**config.mk**
```make
export PLATFORM = sky130hd
export DESIGN_NAME = cpu_controller
export DESIGN_NICKNAME = d
export VERILOG_FILES = /design/src/rtl/cpu_pkg.sv /design/src/rtl/cpu_controller_decoder.sv /design/src/rtl/cpu_controller.sv
export SDC_FILE = /design/constraint.sdc
export NUM_CORES = 1
export LEC_CHECK = 0
export ABC_AREA = 1
export ABC_CLOCK_PERIOD_IN_PS = 1370
export BUFFER_PORTS_ARGS = -buffer_cell sky130_fd_sc_hd__buf_2
export CAP_MARGIN = 20
export CORE_MARGIN = 2
export CORE_UTILIZATION = 35
export CTS_CLUSTER_DIAMETER = 60
export DETAILED_ROUTE_END_ITERATION = 10
export GPL_ROUTABILITY_DRIVEN = 1
export PLACE_DENSITY_LB_ADDON = 0.12
export SLEW_MARGIN = 5
export SYNTH_ARGS = -nofsm -noshare
export SYNTH_HDL_FRONTEND = slang
export SYNTH_SLANG_ARGS = --single-unit
export TNS_END_PERCENT = 30
```
**constraint.sdc**
```tcl
create_clock -name clk -period 1.37 [get_ports clk]
set_input_delay 0.137 -clock clk [delete_from_list [all_inputs] [get_ports clk]]
set_output_delay 0.137 -clock clk [all_outputs]
set_load 0.01 [all_outputs]
```
**src/rtl/cpu_pkg.sv**
```systemverilog
// Encodings shared by the sequencing controller, the datapath and the benches:
// FSM states, opcode fields, ALU/shift/writeback selects and the registered control bundle.
package cpu_pkg;

    typedef enum logic [2:0] {
        WAIT,
        DECODE,
        GET_A,
        GET_B,
        COMPUTE,
        WR_REG,
        WR_IMM
    } state_e;

    typedef enum logic [2:0] {
        CLS_MOV_IMM,
        CLS_MOV_REG,
        CLS_ADD,
        CLS_CMP,
        CLS_AND,
        CLS_MVN,
        CLS_ILLEGAL
    } instr_class_e;

    localparam logic [2:0] OPC_MOV = 3'b110;
    localparam logic [2:0] OPC_ALU = 3'b101;

    localparam logic [1:0] OP_MOV_REG = 2'b00;
    localparam logic [1:0] OP_MOV_IMM = 2'b10;
    localparam logic [1:0] OP_ADD     = 2'b00;
    localparam logic [1:0] OP_CMP     = 2'b01;
    localparam logic [1:0] OP_AND     = 2'b10;
    localparam logic [1:0] OP_MVN     = 2'b11;

    localparam logic [1:0] ALU_ADD = 2'b00;
    localparam logic [1:0] ALU_SUB = 2'b01;
    localparam logic [1:0] ALU_AND = 2'b10;
    localparam logic [1:0] ALU_NOT = 2'b11;

    localparam logic [1:0] SH_NONE = 2'b00;
    localparam logic [1:0] SH_LSL  = 2'b01;
    localparam logic [1:0] SH_LSR  = 2'b10;
    localparam logic [1:0] SH_ASR  = 2'b11;

    localparam logic [1:0] WB_C     = 2'b00;
    localparam logic [1:0] WB_PC    = 2'b01;
    localparam logic [1:0] WB_IMM8  = 2'b10;
    localparam logic [1:0] WB_MDATA = 2'b11;

    typedef struct packed {
        logic       waiting;
        logic [2:0] w_addr;
        logic [2:0] r_addr;
        logic       w_en;
        logic [1:0] wb_sel;
        logic       en_a;
        logic       en_b;
        logic       en_c;
        logic       en_status;
        logic       sel_a;
        logic       sel_b;
        logic [1:0] shift_op;
        logic [1:0] alu_op;
    } ctrl_t;

    function automatic logic [15:0] sext8(input logic [7:0] v);
        return {{8{v[7]}}, v};
    endfunction

    function automatic logic [15:0] sext5(input logic [4:0] v);
        return {{11{v[4]}}, v};
    endfunction

endpackage

```
**src/rtl/cpu_controller_decoder.sv**
```systemverilog
// Combinational instruction-register decode: field extraction, instruction class and
// the two sign-extended immediates.
module instr_decoder
    import cpu_pkg::*;
(
    input  logic [15:0]  ir,
    output logic [2:0]   rn,
    output logic [2:0]   rd,
    output logic [2:0]   rm,
    output logic [1:0]   sh,
    output instr_class_e cls,
    output logic [15:0]  sximm8,
    output logic [15:0]  sximm5
);

    logic [2:0] opcode;
    logic [1:0] op;

    always_comb begin
        opcode = ir[15:13];
        op     = ir[12:11];
        rn     = ir[10:8];
        rd     = ir[7:5];
        sh     = ir[4:3];
        rm     = ir[2:0];
        sximm8 = sext8(ir[7:0]);
        sximm5 = sext5(ir[4:0]);
        cls    = CLS_ILLEGAL;
        if (opcode == OPC_MOV) begin
            if (op == OP_MOV_IMM) begin
                cls = CLS_MOV_IMM;
            end else if (op == OP_MOV_REG) begin
                cls = CLS_MOV_REG;
            end
        end else if (opcode == OPC_ALU) begin
            case (op)
                OP_ADD:  cls = CLS_ADD;
                OP_CMP:  cls = CLS_CMP;
                OP_AND:  cls = CLS_AND;
                default: cls = CLS_MVN;
            endcase
        end
    end

endmodule

```
**src/rtl/cpu_controller.sv**
```systemverilog
// Sequencing FSM for the 16-bit datapath. Control outputs are registered from the next
// state, so each output is valid for exactly the cycle its state is occupied.
module cpu_controller
    import cpu_pkg::*;
#(
    parameter bit STATUS_ALL  = 1'b0,
    parameter bit ILLEGAL_NOP = 1'b1
) (
    input  logic        clk,
    input  logic        rst,
    input  logic        start,
    input  logic [15:0] instr,
    output logic        waiting,
    output logic        illegal,
    output logic [2:0]  w_addr,
    output logic [2:0]  r_addr,
    output logic        w_en,
    output logic [1:0]  wb_sel,
    output logic        en_A,
    output logic        en_B,
    output logic        en_C,
    output logic        en_status,
    output logic        sel_A,
    output logic        sel_B,
    output logic [1:0]  shift_op,
    output logic [1:0]  ALU_op,
    output logic [15:0] sximm8,
    output logic [15:0] sximm5
);

    // WAIT idle | DECODE classify | GET_A/GET_B load A/B | COMPUTE ALU into C | WR_REG/WR_IMM write back
    state_e       state_q, state_d;
    logic [15:0]  ir_q, ir_d;
    logic         illegal_q, illegal_d;
    ctrl_t        ctrl_q, ctrl_d;

    logic [2:0]   rn, rd, rm;
    logic [1:0]   sh;
    instr_class_e cls;

    // IR only changes on the WAIT->DECODE edge, and no state entered from WAIT needs IR
    // fields, so decoding the current IR is enough to build the next-state outputs.
    instr_decoder u_dec (
        .ir     (ir_q),
        .rn     (rn),
        .rd     (rd),
        .rm     (rm),
        .sh     (sh),
        .cls    (cls),
        .sximm8 (sximm8),
        .sximm5 (sximm5)
    );

    always_comb begin
        state_d   = state_q;
        ir_d      = ir_q;
        illegal_d = illegal_q;
        case (state_q)
            WAIT: begin
                if (start) begin
                    state_d   = DECODE;
                    ir_d      = instr;
                    illegal_d = 1'b0;
                end
            end
            DECODE: begin
                case (cls)
                    CLS_MOV_IMM:               state_d = WR_IMM;
                    CLS_MOV_REG, CLS_MVN:      state_d = GET_B;
                    CLS_ADD, CLS_CMP, CLS_AND: state_d = GET_A;
                    default: begin
                        state_d   = WAIT;
                        illegal_d = ~ILLEGAL_NOP;
                    end
                endcase
            end
            GET_A:   state_d = GET_B;
            GET_B:   state_d = COMPUTE;
            COMPUTE: state_d = (cls == CLS_CMP) ? WAIT : WR_REG;
            default: state_d = WAIT;
        endcase
    end

    always_comb begin
        ctrl_d         = '0;
        ctrl_d.waiting = (state_d == WAIT);
        case (state_d)
            GET_A: begin
                ctrl_d.r_addr = rn;
                ctrl_d.en_a   = 1'b1;
            end
            GET_B: begin
                ctrl_d.r_addr = rm;
                ctrl_d.en_b   = 1'b1;
            end
            COMPUTE: begin
                ctrl_d.en_c      = 1'b1;
                ctrl_d.shift_op  = sh;
                ctrl_d.en_status = STATUS_ALL || (cls == CLS_CMP);
                case (cls)
                    CLS_CMP: ctrl_d.alu_op = ALU_SUB;
                    CLS_AND: ctrl_d.alu_op = ALU_AND;
                    CLS_MVN: ctrl_d.alu_op = ALU_NOT;
                    CLS_MOV_REG: begin
                        ctrl_d.alu_op = ALU_ADD;
                        ctrl_d.sel_a  = 1'b1;
                    end
                    default: ctrl_d.alu_op = ALU_ADD;
                endcase
            end
            WR_REG: begin
                ctrl_d.w_addr = rd;
                ctrl_d.wb_sel = WB_C;
                ctrl_d.w_en   = 1'b1;
            end
            WR_IMM: begin
                ctrl_d.w_addr = rn;
                ctrl_d.wb_sel = WB_IMM8;
                ctrl_d.w_en   = 1'b1;
            end
            default: ;
        endcase
    end

    always_ff @(posedge clk) begin
        if (rst) begin
            state_q        <= WAIT;
            ir_q           <= '0;
            illegal_q      <= 1'b0;
            ctrl_q         <= '0;
            ctrl_q.waiting <= 1'b1;
        end else begin
            state_q   <= state_d;
            ir_q      <= ir_d;
            illegal_q <= illegal_d;
            ctrl_q    <= ctrl_d;
        end
    end

    assign waiting   = ctrl_q.waiting;
    assign illegal   = illegal_q;
    assign w_addr    = ctrl_q.w_addr;
    assign r_addr    = ctrl_q.r_addr;
    assign w_en      = ctrl_q.w_en;
    assign wb_sel    = ctrl_q.wb_sel;
    assign en_A      = ctrl_q.en_a;
    assign en_B      = ctrl_q.en_b;
    assign en_C      = ctrl_q.en_c;
    assign en_status = ctrl_q.en_status;
    assign sel_A     = ctrl_q.sel_a;
    assign sel_B     = ctrl_q.sel_b;
    assign shift_op  = ctrl_q.shift_op;
    assign ALU_op    = ctrl_q.alu_op;

endmodule

```
[Word-level counts from Yosys, hierarchy flattened]
Cells that the tools add are included.
Operators by class
  equal/unequal tests: 20
  muxes and demuxes: 20
  bitwise gates (word level): 1
  reductions and logical operators: 11
Operator list (count)
  3-bit equality test, second input constant: 8
  3-bit two-way mux: 7
  3-bit by 2-bit equality test with 1-bit output, second input constant: 6
  3-bit case mux with 2 select lines: 3
  3-bit case mux with 3 select lines: 2
  3-bit case mux with 5 select lines: 1
  3-bit zero test: 3
  3-bit by 1-bit equality test with 1-bit output, second input constant: 2
  2-bit case mux with 3 select lines: 1
  6-bit OR reduction: 1
  1-bit two-way mux: 5
  2-bit != test, second input constant: 2
  2-bit OR reduction: 2
  3-bit AND reduction: 1
  3-bit OR reduction: 1
  2-bit by 1-bit equality test with 1-bit output, second input constant: 1
  2-bit equality test, second input constant: 1
  2-bit zero test: 1
  1-bit case mux with 2 select lines: 1
  2-bit AND reduction: 1
  2-bit nonzero test: 1
  1-bit NOT: 1
Word-level totals
  register bits after elaboration: 40
  bits of input ports: 19
  output and inout bits: 53
  word-level logic and storage cells: 68

[Longest topological paths before layout]
Gate-level depths: netlist of the first run.
  depth after elaboration: 11
  mapped depth: 10
  gate-level depth less buffers: 10

[Hierarchy]
A second synthesis of the first run with hierarchy kept.
Unflattened totals
  cell total of the unflattened synthesis: 227
  area, all modules: 1742.9 sq um
By module, submodules not included
  cpu_controller: times used 1, cells each 167, area an instance 1351.3 sq um, sequential area each 740.7 sq um
  instr_decoder: times used 1, cells each 60, area an instance 391.6 sq um, sequential area each 0.0 sq um

[Worst setup path after synthesis of the first run]
OpenSTA, ideal clock, no wires.
  path kind: reg-to-reg
  from: reg state_q[0]
  to: reg ir_q[5]
  library setup time: 0.119 ns
  arrival time: 1.033 ns
  path slack: 0.217 ns
  cell stages (with the launch flop): 8
  path buffers: 1
  period minus slack after synthesis: 1.153 ns
  cells stage by stage: dfxtp_1 > inv_1 > nand2_4 > nor2_4 > inv_2 > buf_2 > o21ai_0 > a21oi_1
On the way
  longest elaborated chain between the ends: 2
RTL lines
  from (decl): line cpu_controller.sv:32  | state_e state_q, state_d;
  from (signal assigned): line cpu_controller.sv:133  | state_q <= state_d;
  3-bit zero test: line cpu_controller.sv:58  | case (state_q)
  2-bit AND reduction (no line)
  to (signal assigned): line cpu_controller.sv:134  | ir_q <= ir_d;
  to (decl): line cpu_controller.sv:33  | logic [15:0] ir_q, ir_d;
Every way passes these cells.
A chain may end at the register's enable or synchronous reset.

[Final worst setup path of the first run]
  from: reg state_q[2]
  to: reg ctrl_q, in the netlist r_addr[0]
On the way
  longest elaborated chain between the ends: 4
  elaborated cells on any way between the ends: 10
  classes of those cells: eq/ne: 6; mux: 3; reduce/logical: 1
RTL lines
  3-bit equality test, or another cell as far along: line cpu_controller.sv:58
  3-bit case mux with 5 select lines (*): line cpu_controller.sv:58
  3-bit by 2-bit equality test with 1-bit output: line cpu_controller.sv:87  | case (state_d)
  3-bit case mux with 2 select lines (*): line cpu_controller.sv:87
  to (signal assigned): line cpu_controller.sv:136  | ctrl_q <= ctrl_d;
  to (decl): line cpu_controller.sv:35  | ctrl_t ctrl_q, ctrl_d;
Every way passes the cells marked *; elsewhere a longest branch is shown, timed or not.

==> results of run 1 <==
-- sequential cells by signal, indices dropped and copies added, names as in the netlist --
| register | cells |
|---|---|
| en_C | 1 |
| r_addr | 3 |
| w_en | 1 |
| shift_op | 2 |
| state_q | 3 |
| ALU_op | 2 |
| en_B | 1 |
| waiting | 1 |
| w_addr | 3 |
| ir_q | 16 |
| en_A | 1 |
| wb_sel | 1 |
| en_status | 1 |
| sel_A | 1 |
-- cells by family after synthesis --
group                  Yosys count  share of synthesized area [%]
and+or+nand+nor                 77                           21.3
buffers and inverters           59                           22.3
DFF                             37                           46.4
AOI/OAI and AO/OA               30                           9.72
other                            1                          0.235
-- cell usage in the layout (no fill, tap or decap), drive strengths merged, types with 4 or more instances in the layout --
master  instances
o21ai          18
nor3            4
nand2          32
nand3           9
a21oi          11
inv            20
buf            74
nor2           31
dfxtp          37
clkbuf          5
-- metal layers --
layer	wire length, µm	part of all wire [%]	vias up	global-route usage (%)
li1	-	-	684	-
met1	1390	44	569	16.2
met2	1430	46	48	19.9
met3	225	7.2	8	3.23
met4	95	3.0	0	8.81
met5	0	0	-	0
-- per-stage QoR --
| stage | hold WS [ns] | area [µm²] | setup slack (ns) |
|---|---|---|---|
| floorplan | 0.215 | 1600 | 0.217 |
| finish | 0.0645 | 1890 | 0.124 |
| global placement | 0.363 | 1750 | 0.0115 |
| detailed placement | 0.369 | 1750 | 0.0241 |
| global route | 0.0714 | 1890 | -0.00380 |
| CTS | 0.0583 | 1840 | 0.00779 |
-- worst min path at each step --
stage | from | end | cells past startpoint
4_1_cts | instr[2] | ir_q[2]$_SDFFE_PP0P_ | 3
6_report | instr[2] | ir_q[2]$_SDFFE_PP0P_ | 3
5_1_grt | instr[2] | ir_q[2]$_SDFFE_PP0P_ | 3
3_5_place_dp | instr[2] | ir_q[2]$_SDFFE_PP0P_ | 3
3_3_place_gp | instr[11] | ir_q[11]$_SDFFE_PP0P_ | 3
2_1_floorplan | rst | state_q[0]$_SDFF_PP0_ | 1
-- where the power goes --
| part | switching (mW) | leakage [nW] | internal, mW | total (mW) |
|---|---|---|---|---|
| clock network | 0.391 | 0.0439 | 0.351 | 0.742 |
| registers | 0.0421 | 0.303 | 1.12 | 1.16 |
| logic | 0.175 | 0.669 | 0.124 | 0.298 |
| total | 0.608 | 1.02 | 1.60 | 2.20 |
-- synthesized netlist by cell type (all sizes together) --
master | n | area, µm²
nor3 | 4 | 20.0
conb | 1 | 3.75
nand3 | 9 | 45.0
dfxtp | 37 | 741
inv | 20 | 75.1
and2 | 1 | 6.26
a21oi | 11 | 58.8
o22ai | 1 | 6.26
nor2 | 31 | 139
clkbuf | 1 | 3.75
buf | 38 | 278
nand2 | 32 | 130
o21ai | 18 | 90.1
-- cell type report --
cell class | count | area [µm²]
fill | 457 | 2490
sequential | 37 | 742
multi-input combinational | 110 | 533
timing repair buffer | 74 | 385
inverter | 20 | 77.6
clock buffer | 5 | 68.8
tap | 52 | 65.1
clock inverter | 3 | 17.5
-- what timing repair did --
| item | 4_1_cts | 5_1_grt |
|---|---|---|
| hold buffers | 0 | 0 |
| endpoints found under the setup margin | 0 | 22 |
| resized for setup | 0 | 9 |
| buffers inserted | 0 | 3 |
-- tightest hold or removal path, stage by stage --
cell and delay [ns]:
buf_2 0.07, nor2_1 0.03, nor2_1 0.08
==> impl_metrics.json, run 1 <==
{
  "die_area_um2": 5120,
  "maxCapViolations": 0,
  "grt_pass1_vias": 1129,
  "path_delay_family": "simple AND/OR/NAND/NOR gates",
  "wl_um": 3130,
  "vias": 1309,
  "rsz0062_at_grt": "true",
  "rrSetupSlack_ns": 0.12,
  "setup_violations": 0,
  "numPortBuffers": 68,
  "cts-htree-levels": 2,
  "grt_pass1_wl_um": 5050,
  "area_delta_synth_final_pct": 18.3,
  "leakage_nw": 1.02,
  "viasPerCell": 4.35,
  "endpoint_kind": "register",
  "placed_cells": 290,
  "wl_per_cell_um": 10.4,
  "rows": 24,
  "cp_max_fo": 6,
  "cp_common_cell": "nand2_1",
  "period_needed_ns": 1.25,
  "r2r-end": "r_addr[0]$_SDFF_PP0_",
  "fmax_mhz": 803,
  "cts_tree": "done",
  "finalPower_mw": 2.20,
  "die_w_um": 71.5,
  "power-per-cell-area_nw_per_um2": 1170,
  "skew_ns": 0.00526,
  "pin_count": 72,
  "dp_hpwl_um": 2390,
  "ir_drop_mv": 0.516,
  "clockBufferDepth": 2,
  "ant_nets": 0,
  "reg2reg_depth": 6,
  "syn_area_um2": 1600,
  "rr_startpoint": "state_q[2]$_SDFF_PP0_",
  "grt.overflow.total": 0,
  "cpPeakStageDelay_ns": 0.38,
  "fin_crit_sh_pct": 91.0,
  "layout-drive-gt1-share_pct": 39.4,
  "slew_violations": 0,
  "nNetsFinal": 267,
  "critical_path_class": "reg2reg",
  "fp.dieH_um": 71.5,
  "antenna_cells": 0,
  "clk_latency_ns": 0.29,
  "dr.first_iter.drc_count": 37,
  "antenna_found_initial": 0,
  "crit_end": "r_addr[0]$_SDFF_PP0_",
  "crit_chain": "nor3_1 -> inv_1 -> buf_4 -> a21oi_4 -> nand2_1 -> nand2_1",
  "status": "complete, no violations",
  "core_area_um2": 4380,
  "grt_max_degree": 25,
  "critical_path_depth": 6,
  "ys_ff_latch": 37,
  "gp_congestion": 0.829,
  "yosys_warnings": 0,
  "drcViolationCount": 0,
  "tns_ns": 0,
  "avgSynthCellArea_um2": 7.83,
  "hold_viol": 0,
  "cp_slowest_cell": "dfxtp_1",
  "firstDrtPassIters": 4,
  "synth.distinct_cells": 20,
  "layoutNonFillerInstCount": 301,
  "crit_arrival_ns": 1.48,
  "initial_core_util_pct": 36.4,
  "synth_cells": 204,
  "grtUsageTotal_pct": 13.0,
  "worstPathRequired_ns": 1.61,
  "seq_area_frac_synth_pct": 46.4,
  "hp-class": "in2reg",
  "crit_buf_inv": 2,
  "fin_util_pct": 43.1,
  "cts_root_buffer": "clkbuf_8",
  "numCtsBuffers": 5,
  "crit_start": "state_q[2]$_SDFF_PP0_",
  "start_kind": "register",
  "clkTransAtPathRegs_ns": 0.07,
  "clock-sinks": 37
}
Note: power is estimated with default switching activity, not from simulation.
==> run 2, diff against run 1 <==
- BUFFER_PORTS_ARGS: -buffer_cell sky130_fd_sc_hd__buf_2 -> -buffer_cell sky130_fd_sc_hd__clkbuf_2
- SYNTH_HIERARCHICAL: unset -> 1
==> impl_metrics.json, run 2 <==
{
  "largest_reg_flops": 16,
  "firstDrtPassIters": 4,
  "async_flop_share_pct": 0,
  "yosysMostFrequentCell": "buf_4",
  "setup_violations": 10,
  "fp.dieH_um": 74.6,
  "synth_area_leader_cell": "dfxtp_1",
  "synth-edff-count": 0,
  "rr_startpoint": "ir_q[15]$_SDFFE_PP0P_",
  "vias": 1373,
  "rsz0062_at_grt": "true",
  "ir_drop_mv": 0.556,
  "gr-usage-met1_pct": 16.3,
  "grt.busiest_layer": "met2",
  "period_needed_ns": 1.48,
  "cp_max_fo": 4,
  "path_delay_family": "simple AND/OR/NAND/NOR gates",
  "p_sw_mw": 0.635,
  "grt.overflow.total": 0,
  "status": "finished with violations",
  "setup_ws_ns": -0.109,
  "die_area_um2": 5560,
  "ys_top_cells_by_area": "dfxtp_1 42%, buf_4 20%, nor2_1 8.6%",
  "placed_cells": 325,
  "final_common_cell": "clkbuf_2",
  "cts-htree-levels": 2,
  "slew_violations": 0,
  "die_w_um": 74.6,
  "hold_buffers": 0,
  "syn_area_um2": 1740,
  "cp_common_cell": "nand2_1",
  "gp_congestion": 0.877,
  "dp_hpwl_um": 2540,
  "grt_pass1_wl_um": 5340,
  "final_cell_mix": "68 x clkbuf_2, 37 x nor2_1, 33 x dfxtp_1",
  "numCtsBuffers": 5,
  "grt_max_degree": 17,
  "viasPerCell": 4.09,
  "fillCellCount": 502,
  "avgSynthCellArea_um2": 7.68,
  "critical_path_class": "reg2reg",
  "area_delta_synth_final_pct": 22.5,
  "cts_tree": "done",
  "wl_um": 3370,
  "dpl_worst_slack_ns": -0.191,
  "hold_viol": 0,
  "antenna_cells": 0,
  "p_comb_share_pct": 15.7,
  "ys_ff_latch": 37,
  "hp-class": "in2reg",
  "initial_core_util_pct": 36.7,
  "skew_ns": 0.00478,
  "synth_cells": 227,
  "ant_nets": 0,
  "drcViolationCount": 0,
  "use_met3_pct": 5.15,
  "cpPeakStageDelay_ns": 0.36,
  "nNetsFinal": 287,
  "cp_slowest_cell": "dfxtp_4",
  "seq_area_frac_synth_pct": 42.5,
  "cts_root_buffer": "clkbuf_8",
  "clock-sinks": 37,
  "antenna_found_initial": 0,
  "grt_pass1_vias": 1210,
  "core_area_um2": 4750,
  "fin_util_pct": 44.9,
  "maxCapViolations": 0,
  "switching_share_pct": 28.0,
  "synth_commonest_cells": "46 x buf_4, 40 x nor2_1, 37 x dfxtp_1",
  "clockBufferDepth": 2,
  "fin_crit_sh_pct": 108,
  "leakage_nw": 1.07,
  "dr.first_iter.drc_count": 37,
  "violations": "negative setup slack",
  "wl_per_cell_um": 10.0,
  "fmax_mhz": 676,
  "start_kind": "register",
  "yosys_warnings": 6,
  "pwr-share-seq_pct": 52.3,
  "numPortBuffers": 68,
  "p_clk_share_pct": 32.0,
  "pin_count": 72,
  "finalPower_mw": 2.27,
  "worstHoldStart": "instr[10]",
  "top_register": "ir_q",
  "grtUsageTotal_pct": 13.0,
  "crit_start": "ir_q[15]$_SDFFE_PP0P_",
  "worstPathRequired_ns": 1.56,
  "crit_chain": "nand2_2 -> nor2_4 -> nand2_1 -> nand2_2 -> buf_4 -> nor3_2 -> nand2_1 -> nand2_1 -> nor2_4 -> and2_1",
  "endpoint_kind": "register",
  "grt_util_met2_pct": 20.1,
  "layoutNonFillerInstCount": 336,
  "power-per-cell-area_nw_per_um2": 1060,
  "crit_arrival_ns": 1.67,
  "layout-drive-gt1-share_pct": 48.0,
  "synth_flop_cell": "dfxtp_1",
  "intPower_mw": 1.63,
  "clk_latency_ns": 0.29,
  "clkTransAtPathRegs_ns": 0.07,
  "rows": 25,
  "synth_top_area_share_pct": 42.5,
  "synth.distinct_cells": 25,
  "crit_buf_inv": 1,
  "tns_ns": -0.756
}
-- run 2: cell types whose count changed after synthesis, sizes merged, moves of 2 or more --
cell	previous run	this run
nand2	32	30
clkbuf	1	3
inv	20	22
a21oi	11	4
nor2	31	45
buf	38	48
-- run 2: logic make-up (layout without fill, tap and decap cells) --
family                 count (synthesis)  count (layout)  share of synthesized area, %
AND/OR/NAND/NOR                       92              92                          23.4
buffers and inverters                 73             113                          26.6
other                                  1               3                         0.215
flip-flops                            37              37                          42.5
AO/OA/AOI/OAI                         24              24                          7.25
-- run 2: cell type report --
class / count / area (µm²) / share of cell area [%]
multi-input cells: 119 / 668 / 31.3
clock buffers: 6 / 72.6 / 3.40
clock inverters: 2 / 10.0 / 0.469
well taps: 67 / 83.8 / 3.93
repair buffers: 83 / 465 / 21.8
flip-flops and latches: 37 / 753 / 35.3
inverters: 22 / 82.6 / 3.87
-- run 2: power groups by stage --
stage | combinational (mW) | clock (mW) | sequential (mW)
global route | 0.405 | 0.799 | 1.20
global placement | 0.338 | 0 | 1.20
floorplan | 0.337 | 0 | 1.19
finish | 0.355 | 0.725 | 1.19
CTS | 0.342 | 0.758 | 1.18
detailed placement | 0.337 | 0 | 1.21
-- run 2: tightest hold or removal path: stages --
cell and delay (ns):
clkbuf_2 0.07, o21ai_1 0.05, nor2_1 0.07
-- run 2: final timing paths --
| path | slack [ns] | depth (start not counted) | endpoint |
|---|---|---|---|
| worst min register to register | 0.46 | 2 | shift_op[0]$_SDFF_PP0_ |
| worst max register to register | -0.11 | 10 | en_A$_SDFF_PP0_ |
| worst min-delay path | 0.08 | 3 | ir_q[10]$_SDFFE_PP0P_ |
| worst max-delay path | -0.11 | 10 | en_A$_SDFF_PP0_ |
-- run 2: routing by layer --
metal	part of all wire, %	vias to the layer above
li1	-	738
met3	7.7	5
met1	44	582
met5	0	-
met4	2.4	0
met2	46	48
-- run 2: through the flow --
| step | hold WS, ns | cell area [µm²] |
|---|---|---|
| global route | 0.101 | 2140 |
| detailed placement | 0.379 | 1900 |
| CTS | 0.0736 | 2000 |
| finish | 0.0758 | 2140 |
| global placement | 0.376 | 1900 |
| floorplan | 0.206 | 1750 |
-- run 2: timing repair --
item,in CTS,in global routing
setup endpoints to repair,15,26
buffers inserted,0,3
resized for setup,8,31
pin swaps,2,9
cloned,0,0
==> run 3, diff against run 2 <==
- PLACE_DENSITY_LB_ADDON: 0.12 -> unset
==> impl_metrics.json, run 3 (synthesis gave the netlist of run 2 again) <==
{
  "status": "finished with violations",
  "violations": "negative setup slack",
  "area_delta_synth_final_pct": 23.0,
  "final_area_um2": 2140,
  "final_common_cell": "clkbuf_2",
  "fin_crit_sh_pct": 107,
  "die_area_um2": 5560,
  "grt_pass1_vias": 1176,
  "start_kind": "register",
  "crit_arrival_ns": 1.64,
  "worstPathRequired_ns": 1.55,
  "period_needed_ns": 1.46,
  "maxCapViolations": 0,
  "placed_area_um2": 1900,
  "clkTransAtPathRegs_ns": 0.07,
  "met3_length_um": 242,
  "antenna_found_initial": 0,
  "worstHoldStart": "instr[10]",
  "holdPathEnd": "ir_q[10]$_SDFFE_PP0P_",
  "die_w_um": 74.6,
  "firstDrtPassIters": 4,
  "grt_pass1_wl_um": 5260,
  "numPortBuffers": 68,
  "grtUsageTotal_pct": 12.8,
  "cts-htree-levels": 2,
  "cp_slowest_cell": "dfxtp_2",
  "power-per-cell-area_nw_per_um2": 1060,
  "critical_path_class": "reg2reg",
  "clk_latency_ns": 0.28,
  "skew_ns": 0.00304,
  "path_delay_family": "simple AND/OR/NAND/NOR gates",
  "clock-sinks": 37,
  "cts_tree": "done",
  "regArea_um2": 748,
  "cts_root_buffer": "clkbuf_8",
  "fp.dieH_um": 74.6,
  "rr_startpoint": "ir_q[13]$_SDFFE_PP0P_",
  "numCtsBuffers": 5,
  "finalPower_mw": 2.27,
  "min_path_cells": 3,
  "hp-class": "in2reg",
  "rows": 25,
  "leakage_nw": 1.08,
  "route.met2.wl_um": 1460,
  "ant_nets": 0,
  "grt.overflow.total": 0,
  "final_cell_mix": "68 x clkbuf_2, 38 x nor2_1, 33 x dfxtp_1",
  "tns_ns": -0.544,
  "cpPeakStageDelay_ns": 0.34,
  "slew_violations": 0,
  "dp_hpwl_um": 2530,
  "dr.first_iter.drc_count": 98,
  "wl_met1_um": 1610,
  "layout-drive-gt1-share_pct": 48.7,
  "endpoint_kind": "register",
  "clockBufferDepth": 2,
  "wl_per_cell_um": 9.98,
  "viasPerCell": 4.10,
  "wl_um": 3350,
  "reg2reg_depth": 9,
  "largest_reg_flops": 16,
  "setup_violations": 10,
  "nNetsFinal": 287,
  "initial_core_util_pct": 36.7,
  "pin_count": 72,
  "hold_viol": 0,
  "top_register": "ir_q",
  "r2r-end": "en_A$_SDFF_PP0_",
  "cp_max_fo": 5,
  "core_area_um2": 4750,
  "fmax_mhz": 683,
  "vias": 1378,
  "setup_ws_ns": -0.0948,
  "crit_chain": "buf_12 -> nor2_4 -> nand2_1 -> nand2_4 -> nand2_1 -> a21oi_1 -> buf_4 -> nor2_4 -> and2_1",
  "fillCellCount": 507,
  "highest_layer": "met4",
  "multi_input_area_um2": 672,
  "antenna_cells": 0,
  "rsz0062_at_grt": "true",
  "drcViolationCount": 0,
  "rrSetupSlack_ns": -0.09,
  "gp_congestion": 0.868,
  "ir_drop_mv": 0.483,
  "grt_max_degree": 17,
  "crit_buf_inv": 2
}
[run 3: changes by cell type in the layout (fill, tap and decap cells not counted), sizes merged]
cell	previous run	this run
clkbuf	74	76
clkinv	2	0
[run 3: per-layer routing]
layer | GRT usage, % | up-vias
met2 | 19.0 | 47
met1 | 16.8 | 588
met4 | 5.95 | 0
li1 | - | 737
met3 | 4.47 | 6
met5 | 0 | -
[run 3: how the worst max path moves through the flow]
stage | cells after the start | end | slack [ns] | start
after detailed placement | 12 | r_addr[2]$_SDFF_PP0_ | -0.17 | ir_q[14]$_SDFFE_PP0P_
final | 9 | en_A$_SDFF_PP0_ | -0.09 | ir_q[13]$_SDFFE_PP0P_
after floorplan | 8 | en_A$_SDFF_PP0_ | -0.005 | ir_q[14]$_SDFFE_PP0P_
after global routing | 10 | en_A$_SDFF_PP0_ | -0.20 | ir_q[13]$_SDFFE_PP0P_
after global placement | 12 | r_addr[1]$_SDFF_PP0_ | -0.16 | ir_q[14]$_SDFFE_PP0P_
after CTS | 12 | r_addr[2]$_SDFF_PP0_ | -0.1 | ir_q[13]$_SDFFE_PP0P_
[run 3: worst reg2reg max path: stages (launching register included)]
cell     delay (ns)
dfxtp_2        0.34
buf_12         0.12
nor2_4         0.09
nand2_1        0.15
nand2_4        0.14
nand2_1        0.06
a21oi_1        0.14
buf_4          0.14
nor2_4         0.04
and2_1         0.14
[run 3: final cells by class]
class / instances / share of cell area [%]
clock buffer: 8 / 3.73
multi-input combinational: 119 / 31.3
timing repair buffer: 83 / 22.3
sequential: 37 / 34.9
inverter: 22 / 3.85
tap: 67 / 3.91
[run 3: stage by stage]
step	std cells	hold slack, ns	setup WS (ns)	utilization, %
CTS	336	0.0789	-0.0981	43.4
global placement	325	0.375	-0.164	39.9
finish	336	0.0863	-0.0948	45.1
floorplan	229	0.206	-0.00492	-
detailed placement	325	0.379	-0.169	39.9
global route	336	0.110	-0.203	45.1
[run 3: report_power, final]
group	switching, mW	internal [mW]	leakage [nW]
clock	0.351	0.361	0.0395
combinational	0.205	0.162	0.733
sequential	0.0605	1.13	0.304
total	0.617	1.65	1.08
[run 3: what timing repair did]
action,4_1_cts,5_1_grt
setup endpoints to repair,15,22
resized for setup,20,21
pin swaps,16,5
setup buffers,3,0
hold buffers,0,0
cloned,0,0
